===== src/rtl/mips_multicycle_ctrl_if.sv =====
// mips_multicycle_ctrl_if: control/status bundle between the multicycle controller and its datapath
interface mips_multicycle_ctrl_if;
  logic [5:0] op;
  logic [5:0] funct;
  logic       zero;
  logic       iord;
  logic       memwrite;
  logic       irwrite;
  logic       regdst;
  logic       memtoreg;
  logic       regwrite;
  logic       alusrca;
  logic [1:0] alusrcb;
  logic [1:0] pcsrc;
  logic       pcen;
  logic [2:0] alucontrol;
  logic [3:0] state;
  modport master (
    input  op, funct, zero,
    output iord, memwrite, irwrite, regdst, memtoreg, regwrite,
           alusrca, alusrcb, pcsrc, pcen, alucontrol, state
  );
  modport slave (
    output op, funct, zero,
    input  iord, memwrite, irwrite, regdst, memtoreg, regwrite,
           alusrca, alusrcb, pcsrc, pcen, alucontrol, state
  );
endinterface


===== src/rtl/mips_multicycle_ctrl.sv =====
// mips_multicycle_ctrl: Moore FSM sequencing a multicycle MIPS datapath with shared memory
module mips_multicycle_ctrl #(
  parameter bit SUPPORT_ADDI = 1'b1,
  parameter bit SUPPORT_J    = 1'b1
) (
  input logic                        clk,
  input logic                        reset,
  mips_multicycle_ctrl_if.master     bus
);
  typedef enum logic [3:0] {
    FETCH = 4'd0, DECODE = 4'd1, MEMADR = 4'd2, MEMREAD = 4'd3, MEMWB = 4'd4,
    MEMWRITE = 4'd5, EXECUTE = 4'd6, ALUWB = 4'd7, BRANCH = 4'd8, ADDIEX = 4'd9,
    ADDIWB = 4'd10, JUMP = 4'd11
  } state_t;
  localparam logic [5:0] OP_LW = 6'b100011, OP_SW = 6'b101011, OP_R = 6'b000000,
                         OP_BEQ = 6'b000100, OP_ADDI = 6'b001000, OP_J = 6'b000010;
  state_t     state_q, state_d;
  logic       pcwrite, branch;
  logic [1:0] aluop;
  // State register; reset abandons any instruction in flight
  always_ff @(posedge clk or posedge reset)
    if (reset) state_q <= FETCH;
    else state_q <= state_d;
  // Next state and Moore decode; unused codes fall back to FETCH with everything off
  always_comb begin
    state_d      = FETCH;
    bus.iord     = 1'b0;
    bus.memwrite = 1'b0;
    bus.irwrite  = 1'b0;
    bus.regdst   = 1'b0;
    bus.memtoreg = 1'b0;
    bus.regwrite = 1'b0;
    bus.alusrca  = 1'b0;
    bus.alusrcb  = 2'b00;
    bus.pcsrc    = 2'b00;
    pcwrite      = 1'b0;
    branch       = 1'b0;
    aluop        = 2'b00;
    case (state_q)
      FETCH: begin
        bus.alusrcb = 2'b01;
        bus.irwrite = 1'b1;
        pcwrite     = 1'b1;
        state_d     = DECODE;
      end
      DECODE: begin
        bus.alusrcb = 2'b11;
        state_d = (bus.op == OP_LW || bus.op == OP_SW) ? MEMADR :
                  (bus.op == OP_R)                     ? EXECUTE :
                  (bus.op == OP_BEQ)                   ? BRANCH :
                  (SUPPORT_ADDI && bus.op == OP_ADDI)  ? ADDIEX :
                  (SUPPORT_J && bus.op == OP_J)        ? JUMP : FETCH;
      end
      MEMADR: begin
        bus.alusrca = 1'b1;
        bus.alusrcb = 2'b10;
        state_d     = (bus.op == OP_SW) ? MEMWRITE : MEMREAD;
      end
      MEMREAD: begin
        bus.iord = 1'b1;
        state_d  = MEMWB;
      end
      MEMWB: begin
        bus.memtoreg = 1'b1;
        bus.regwrite = 1'b1;
      end
      MEMWRITE: begin
        bus.iord     = 1'b1;
        bus.memwrite = 1'b1;
      end
      EXECUTE: begin
        bus.alusrca = 1'b1;
        aluop       = 2'b10;
        state_d     = ALUWB;
      end
      ALUWB: begin
        bus.regdst   = 1'b1;
        bus.regwrite = 1'b1;
      end
      BRANCH: begin
        bus.alusrca = 1'b1;
        aluop       = 2'b01;
        bus.pcsrc   = 2'b01;
        branch      = 1'b1;
      end
      ADDIEX: begin
        bus.alusrca = 1'b1;
        bus.alusrcb = 2'b10;
        state_d     = ADDIWB;
      end
      ADDIWB: bus.regwrite = 1'b1;
      JUMP: begin
        bus.pcsrc = 2'b10;
        pcwrite   = 1'b1;
      end
      default: state_d = FETCH;
    endcase
  end
  assign bus.pcen       = pcwrite | (branch & bus.zero);
  assign bus.state      = state_q;
  assign bus.alucontrol = aluop == 2'b00        ? 3'b010 :
                          aluop == 2'b01        ? 3'b110 :
                          bus.funct == 6'b100010 ? 3'b110 :
                          bus.funct == 6'b100100 ? 3'b000 :
                          bus.funct == 6'b100101 ? 3'b001 :
                          bus.funct == 6'b101010 ? 3'b111 : 3'b010;
endmodule


===== src/flat_wrapper.sv =====
// flat-port wrapper written by rule: the top's interface ports become plain ports
module mips_multicycle_ctrl_flat 
#(
  parameter bit SUPPORT_ADDI = 1'b1,
  parameter bit SUPPORT_J    = 1'b1
)
  (clk, reset, bus_op, bus_funct, bus_zero, bus_iord, bus_memwrite, bus_irwrite, bus_regdst, bus_memtoreg, bus_regwrite, bus_alusrca, bus_alusrcb, bus_pcsrc, bus_pcen, bus_alucontrol, bus_state);
  mips_multicycle_ctrl_if bus_i ();
  input logic clk;
  input logic reset;
  input wire logic [$bits(bus_i.op)-1:0] bus_op;
  input wire logic [$bits(bus_i.funct)-1:0] bus_funct;
  input wire logic [$bits(bus_i.zero)-1:0] bus_zero;
  output wire logic [$bits(bus_i.iord)-1:0] bus_iord;
  output wire logic [$bits(bus_i.memwrite)-1:0] bus_memwrite;
  output wire logic [$bits(bus_i.irwrite)-1:0] bus_irwrite;
  output wire logic [$bits(bus_i.regdst)-1:0] bus_regdst;
  output wire logic [$bits(bus_i.memtoreg)-1:0] bus_memtoreg;
  output wire logic [$bits(bus_i.regwrite)-1:0] bus_regwrite;
  output wire logic [$bits(bus_i.alusrca)-1:0] bus_alusrca;
  output wire logic [$bits(bus_i.alusrcb)-1:0] bus_alusrcb;
  output wire logic [$bits(bus_i.pcsrc)-1:0] bus_pcsrc;
  output wire logic [$bits(bus_i.pcen)-1:0] bus_pcen;
  output wire logic [$bits(bus_i.alucontrol)-1:0] bus_alucontrol;
  output wire logic [$bits(bus_i.state)-1:0] bus_state;
  assign bus_i.op = bus_op;
  assign bus_i.funct = bus_funct;
  assign bus_i.zero = bus_zero;
  assign bus_iord = bus_i.iord;
  assign bus_memwrite = bus_i.memwrite;
  assign bus_irwrite = bus_i.irwrite;
  assign bus_regdst = bus_i.regdst;
  assign bus_memtoreg = bus_i.memtoreg;
  assign bus_regwrite = bus_i.regwrite;
  assign bus_alusrca = bus_i.alusrca;
  assign bus_alusrcb = bus_i.alusrcb;
  assign bus_pcsrc = bus_i.pcsrc;
  assign bus_pcen = bus_i.pcen;
  assign bus_alucontrol = bus_i.alucontrol;
  assign bus_state = bus_i.state;
  mips_multicycle_ctrl #(.SUPPORT_ADDI(SUPPORT_ADDI), .SUPPORT_J(SUPPORT_J)) u_core (.clk(clk), .reset(reset), .bus(bus_i));
endmodule

===== config.mk =====
export PLATFORM = sky130hd
export DESIGN_NAME = mips_multicycle_ctrl_flat
export DESIGN_NICKNAME = d
export VERILOG_FILES = /design/src/rtl/mips_multicycle_ctrl_if.sv /design/src/rtl/mips_multicycle_ctrl.sv /design/src/flat_wrapper.sv
export SDC_FILE = /design/constraint.sdc
export NUM_CORES = 1
export LEC_CHECK = 0
export CORE_UTILIZATION = 25
export DETAILED_ROUTE_END_ITERATION = 8
export GPL_ROUTABILITY_DRIVEN = 0
export HOLD_SLACK_MARGIN = 0.03
export SLEW_MARGIN = 20
export SYNTH_ARGS = -nofsm -noshare
export SYNTH_HDL_FRONTEND = slang
export SYNTH_SLANG_ARGS = --single-unit

===== constraint.sdc =====
create_clock -name clk -period 1.4 [get_ports clk]
set_clock_uncertainty 0.15 [all_clocks]
set_input_delay 0.28 -clock clk [delete_from_list [all_inputs] [get_ports clk]]
set_output_delay 0.28 -clock clk [all_outputs]
set_load 0.01 [all_outputs]

After elaboration in Yosys (flattened, before gate mapping)
Cells that the tools add are included.
{"block": "totals", "register_bits": 4, "inputBits": 15, "output_inout_bits": 19, "elab_cells": 58}
{"block": "op_classes", "eq_ne": 21, "n_mux": 25, "bitwise": 2, "reduce_logical": 9}
{"op": "== test 6 bit, second input constant", "count": 6}
{"op": "one-hot mux 4 bit (6 select lines)", "count": 1}
{"op": "2-to-1 mux 3 bit", "count": 7}
{"op": "2-to-1 mux 4 bit", "count": 5}
{"op": "== test 4 x 3 -> 1 bit, second input constant", "count": 4}
{"op": "== test 4 bit, second input constant", "count": 4}
{"op": "2-to-1 mux 1 bit", "count": 9}
{"op": "== test 4 x 2 -> 1 bit, second input constant", "count": 2}
{"op": "one-hot mux 2 bit (2 select lines)", "count": 2}
{"op": "== test 6 x 2 -> 1 bit, second input constant", "count": 1}
{"op": "== test 6 x 3 -> 1 bit, second input constant", "count": 1}
{"op": "== test 6 x 4 -> 1 bit, second input constant", "count": 1}
{"op": "zero test 6 bit", "count": 1}
{"op": "one-hot mux 2 bit (3 select lines)", "count": 1}
{"op": "OR reduction 2 bit", "count": 3}
{"op": "== test 4 x 1 -> 1 bit, second input constant", "count": 1}
{"op": "zero test 4 bit", "count": 1}
{"op": "OR reduction 4 bit", "count": 1}
{"op": "OR reduction 3 bit", "count": 1}
{"op": "== test 2 x 1 -> 1 bit, second input constant", "count": 1}
{"op": "zero test 2 bit", "count": 1}
{"op": "bitwise AND 1 bit", "count": 1}
{"op": "logical OR 1 bit", "count": 1}
{"op": "bitwise OR 1 bit", "count": 1}

Depth between registers and ports, before layout
{"block": "depth", "ltp_word": 7, "depth_mapped": 5, "depth_no_buf": 4}

Least setup slack after synthesis
Ideal clock, no wire load.
{"block": "synth_path", "path_type": "reg-to-output", "from": "register u_core.state_q[1] (netlist: u_core.bus.state[1])", "to": "output bus_alusrcb[1]", "arrival_ps": 1247, "t_required_ps": 970, "slack_ps": -277, "stages_incl_launch_ff": 5, "path_buffers": 1, "path_cell_list": "dfrtp_1 -> clkbuf_1 -> nand2b_1 -> or2_2 -> a21oi_1"}
{"block": "synth_between", "elab_chain_len": 3, "word_cells_on_any_way": 6, "cone_classes": "eq/ne: 3; mux: 1; reduce/logical: 2"}
{"element": "start, declared", "line_no": "mips_multicycle_ctrl.sv:17", "text": "state_t state_q, state_d;"}
{"element": "start signal, assigned", "line_no": "mips_multicycle_ctrl.sv:23", "text": "else state_q <= state_d;"}
{"element": "== test 4 x 2 -> 1 bit or == test 4 bit (tied branches)", "line_no": "mips_multicycle_ctrl.sv:39", "text": "case (state_q)"}
{"element": "OR reduction 2 bit (no source line)"}
{"element": "one-hot mux 2 bit (3 select lines) *", "line_no": "mips_multicycle_ctrl.sv:39"}
{"element": "end, declared", "line_no": "flat_wrapper.sv:21", "text": "output wire logic [$bits(bus_i.alusrcb)-1:0] bus_alusrcb;"}
Mark *: on every way between the ends. The rest lies on a longest branch, timed or not.

Worst setup path in the final report
{"block": "layout_path", "from": "register u_core.state_q[3] (netlist: u_core.bus.state[3])", "to": "output bus_alucontrol[0]"}
{"block": "layout_between", "elab_chain_len": 5, "word_cells_on_any_way": 7, "cone_classes": "eq/ne: 3; mux: 3; reduce/logical: 1"}
{"element": "== test 4 bit or == test 4 x 3 -> 1 bit (tied branches)", "line_no": "mips_multicycle_ctrl.sv:39"}
{"element": "one-hot mux 2 bit (2 select lines) *", "line_no": "mips_multicycle_ctrl.sv:39"}
{"element": "== test 2 x 1 -> 1 bit", "line_no": "mips_multicycle_ctrl.sv:102", "text": "aluop == 2'b01 ? 3'b110 :"}
{"element": "2-to-1 mux 3 bit", "line_no": "mips_multicycle_ctrl.sv:102"}
{"element": "2-to-1 mux 3 bit *", "line_no": "mips_multicycle_ctrl.sv:101", "text": "assign bus.alucontrol = aluop == 2'b00 ? 3'b010 :"}
{"element": "end, declared", "line_no": "flat_wrapper.sv:24", "text": "output wire logic [$bits(bus_i.alucontrol)-1:0] bus_alucontrol;"}
Marked as above.

==> run summary <==
status: finished with violations
failing checks: negative setup slack
Mapped Cells: 66
maximum clock path buffer count: 2
Synth top cells by count: nor2_1 (8), nand2_1 (5), nor3_1 (5), nor3b_1 (5)
Post-Syn Area: 462 um^2
gr usage total: 21.1%
RSZ-0062 raised after global routing: yes
Avg Cell Area, Syn: 7.00 um^2
LEAKAGE: 0.661 nW
post-DR wirelength/cell: 13.6 um
DP Worst Slack: -0.900 ns
DR pass1 iterations: 4
core area: 0.00173 mm^2
Sink Count: 4
Synth Register Bits: 4
Max VDD drop: 1.09 mV
Final #Nets: 159
Least-Margin Pin Slew: 0.266 ns
Hold WC Path Type: in2async
Clock Root Buffer: clkbuf_4
Main synth FF type: dfrtp_1
CP cell instances: nand2b_4 > nor3b_4 > nor3b_2 > buf_2
Largest register FFs: 4
largest net degree at the start of global routing: 9
Reg clk slew, reported paths: 0.05 ns
Reg2Reg Depth: 5
Fin. Hold Viols: 0
sequential share of the synthesized area: 21.7%
Max Fclk: 532 MHz
crit path max fanout: 4
Seq. cell area: 103 um^2
Critical Path RT: 0.97 ns
slowest stage delay, CP: 0.42 ns
row cnt: 15
area delta synth->final: 195%
Worst setup SP type: flop
crit path DAT: 1.45 ns
critical path class: reg2out
Yosys warning total: 0
starting density of the core: 26.7%
ANT nets after route: 0
H-Tree Depth: 1
final core utilization: 78.9%
Slew HR: 82.2%
Slowest-stage cell, CP: dfrtp_1
first-pass GRT wire length: 3090 um
ant diodes: 0
Post-DP HPWL: 1280 um
initial drt markers: 19
# setup viols final: 22
Vias/cell: 4.93
initial antenna violation count: 0
setup TNS: -5.86 ns
# port buffers: 33
CTS tree: yes
area share of the largest cell type after synthesis: 21.7%
vias in the first global route: 771
area leader, netlist: dfrtp_1
Ports: 34
Die X: 45.0 um
Total Wirelength: 2280 um
Fill cells: 123
Power Dens Cells: 1450 mW/mm^2
most numerous cell in the Yosys netlist: nor2_1
top post-synthesis cells by area: dfrtp_1 (22%), nor3b_1 (8.1%), nor2_1 (6.5%)
worst-skew pair later-pin latency: 0.25 ns
GRT overflow: 0
DRC errors left: 0
fin crit period: 1.88 ns
post-route clock period utilization: 134%
share of layout cells above drive strength 1: 74.1%
Post-synth EDFFs: 0
total power: 1.97 mW
total of max-cap violations: 0
Setup WS post-layout: -0.481 ns
chip height: 45.0 um
syn_nets: 81
max-slew violation count: 0
cts bufs inserted: 3
Setup crit end kind: output pin
die area: 0.00202 mm^2
share of synthesized flip-flops with an asynchronous set or reset: 100%
number of distinct library cells after synthesis: 28
DR vias: 829
area occupied by multi-input gates: 509 um^2
[repair_timing]
item	CTS	global route
gates resized for setup	132	23
endpoints found under the setup margin	23	23
pin swaps	12	16
hold buffers	0	0
buffers inserted	16	12
[metrics by stage]
step,instance area [um^2],hold WS [ns],cells
6_report,1360,0.0880,168
3_5_place_dp,1030,0.350,138
4_1_cts,1230,0.0840,158
2_1_floorplan,589,-0.104,66
5_1_grt,1360,0.0944,168
3_3_place_gp,1030,0.322,138
[cells in the final DEF, fill, tap and decap left out, types with 3 or more instances in the layout]
| cell | Yosys | layout |
|---|---|---|
| buf_4 | 0 | 27 |
| buf_6 | 0 | 20 |
| inv_1 | 4 | 3 |
| buf_8 | 0 | 4 |
| nor2_1 | 8 | 4 |
| nor2_2 | 0 | 3 |
| nor3_2 | 0 | 3 |
| clkdlybuf4s50_1 | 0 | 4 |
| a31oi_1 | 3 | 3 |
| nand2b_4 | 0 | 3 |
| nor3b_2 | 0 | 3 |
| buf_2 | 0 | 15 |
| clkbuf_4 | 0 | 3 |
[cells by family after synthesis]
| logic type | count (synthesis) | share of synthesized area [%] |
|---|---|---|
| AND/OR/NAND/NOR | 36 | 43.6 |
| AO/OA/AOI/OAI | 15 | 23.6 |
| buffers and inverters | 9 | 7.31 |
| flip-flops | 4 | 21.7 |
| XOR/XNOR | 2 | 3.79 |
[final cells by class]
type,instances,share of cell area [%]
Clock buffer,4,1.93
Inverter,4,1.29
Multi-Input combinational cell,53,37.4
Sequential cell,4,7.53
Tap cell,25,2.30
Timing Repair Buffer,78,49.6
[power breakdown]
| group | total, mW | leakage, nW | switching, mW | internal [mW] |
|---|---|---|---|---|
| Sequential | 0.194 | 0.0498 | 0.0413 | 0.152 |
| Combinational | 1.61 | 0.597 | 0.694 | 0.919 |
| Clock | 0.168 | 0.0150 | 0.0607 | 0.108 |
[path summary, 6_finish.rpt]
check	endpoint	slack [ns]	startpoint
hold reg to reg	u_core.bus.state[1]$_DFF_PP0_	0.59	u_core.bus.state[0]$_DFF_PP0_
setup reg to reg	u_core.bus.state[2]$_DFF_PP0_	-0.31	u_core.bus.state[2]$_DFF_PP0_
setup / recovery	bus_alucontrol[0]	-0.48	u_core.bus.state[3]$_DFF_PP0_
max in group asynchronous	u_core.bus.state[2]$_DFF_PP0_	0.85	reset
hold / removal	u_core.bus.state[1]$_DFF_PP0_	0.09	reset
min in group clk	u_core.bus.state[3]$_DFF_PP0_	0.28	bus_op[4]
[critical path, delay by kind of cell (launching register included)]
family	cells	cell delay (ns)
AND/OR/NAND/NOR	3	0.62
flip-flops	1	0.42
buffers and inverters	1	0.16
[metal layers]
metal / global-route usage (%) / wire length, um / vias up
li1: - / - / 397
met5: 0 / 0 / -
met1: 20.7 / 864 / 396
met4: 10.9 / 31 / 0
met2: 42.9 / 1300 / 31
met3: 1.20 / 89 / 5
Power figures use the tool's default switching activity.
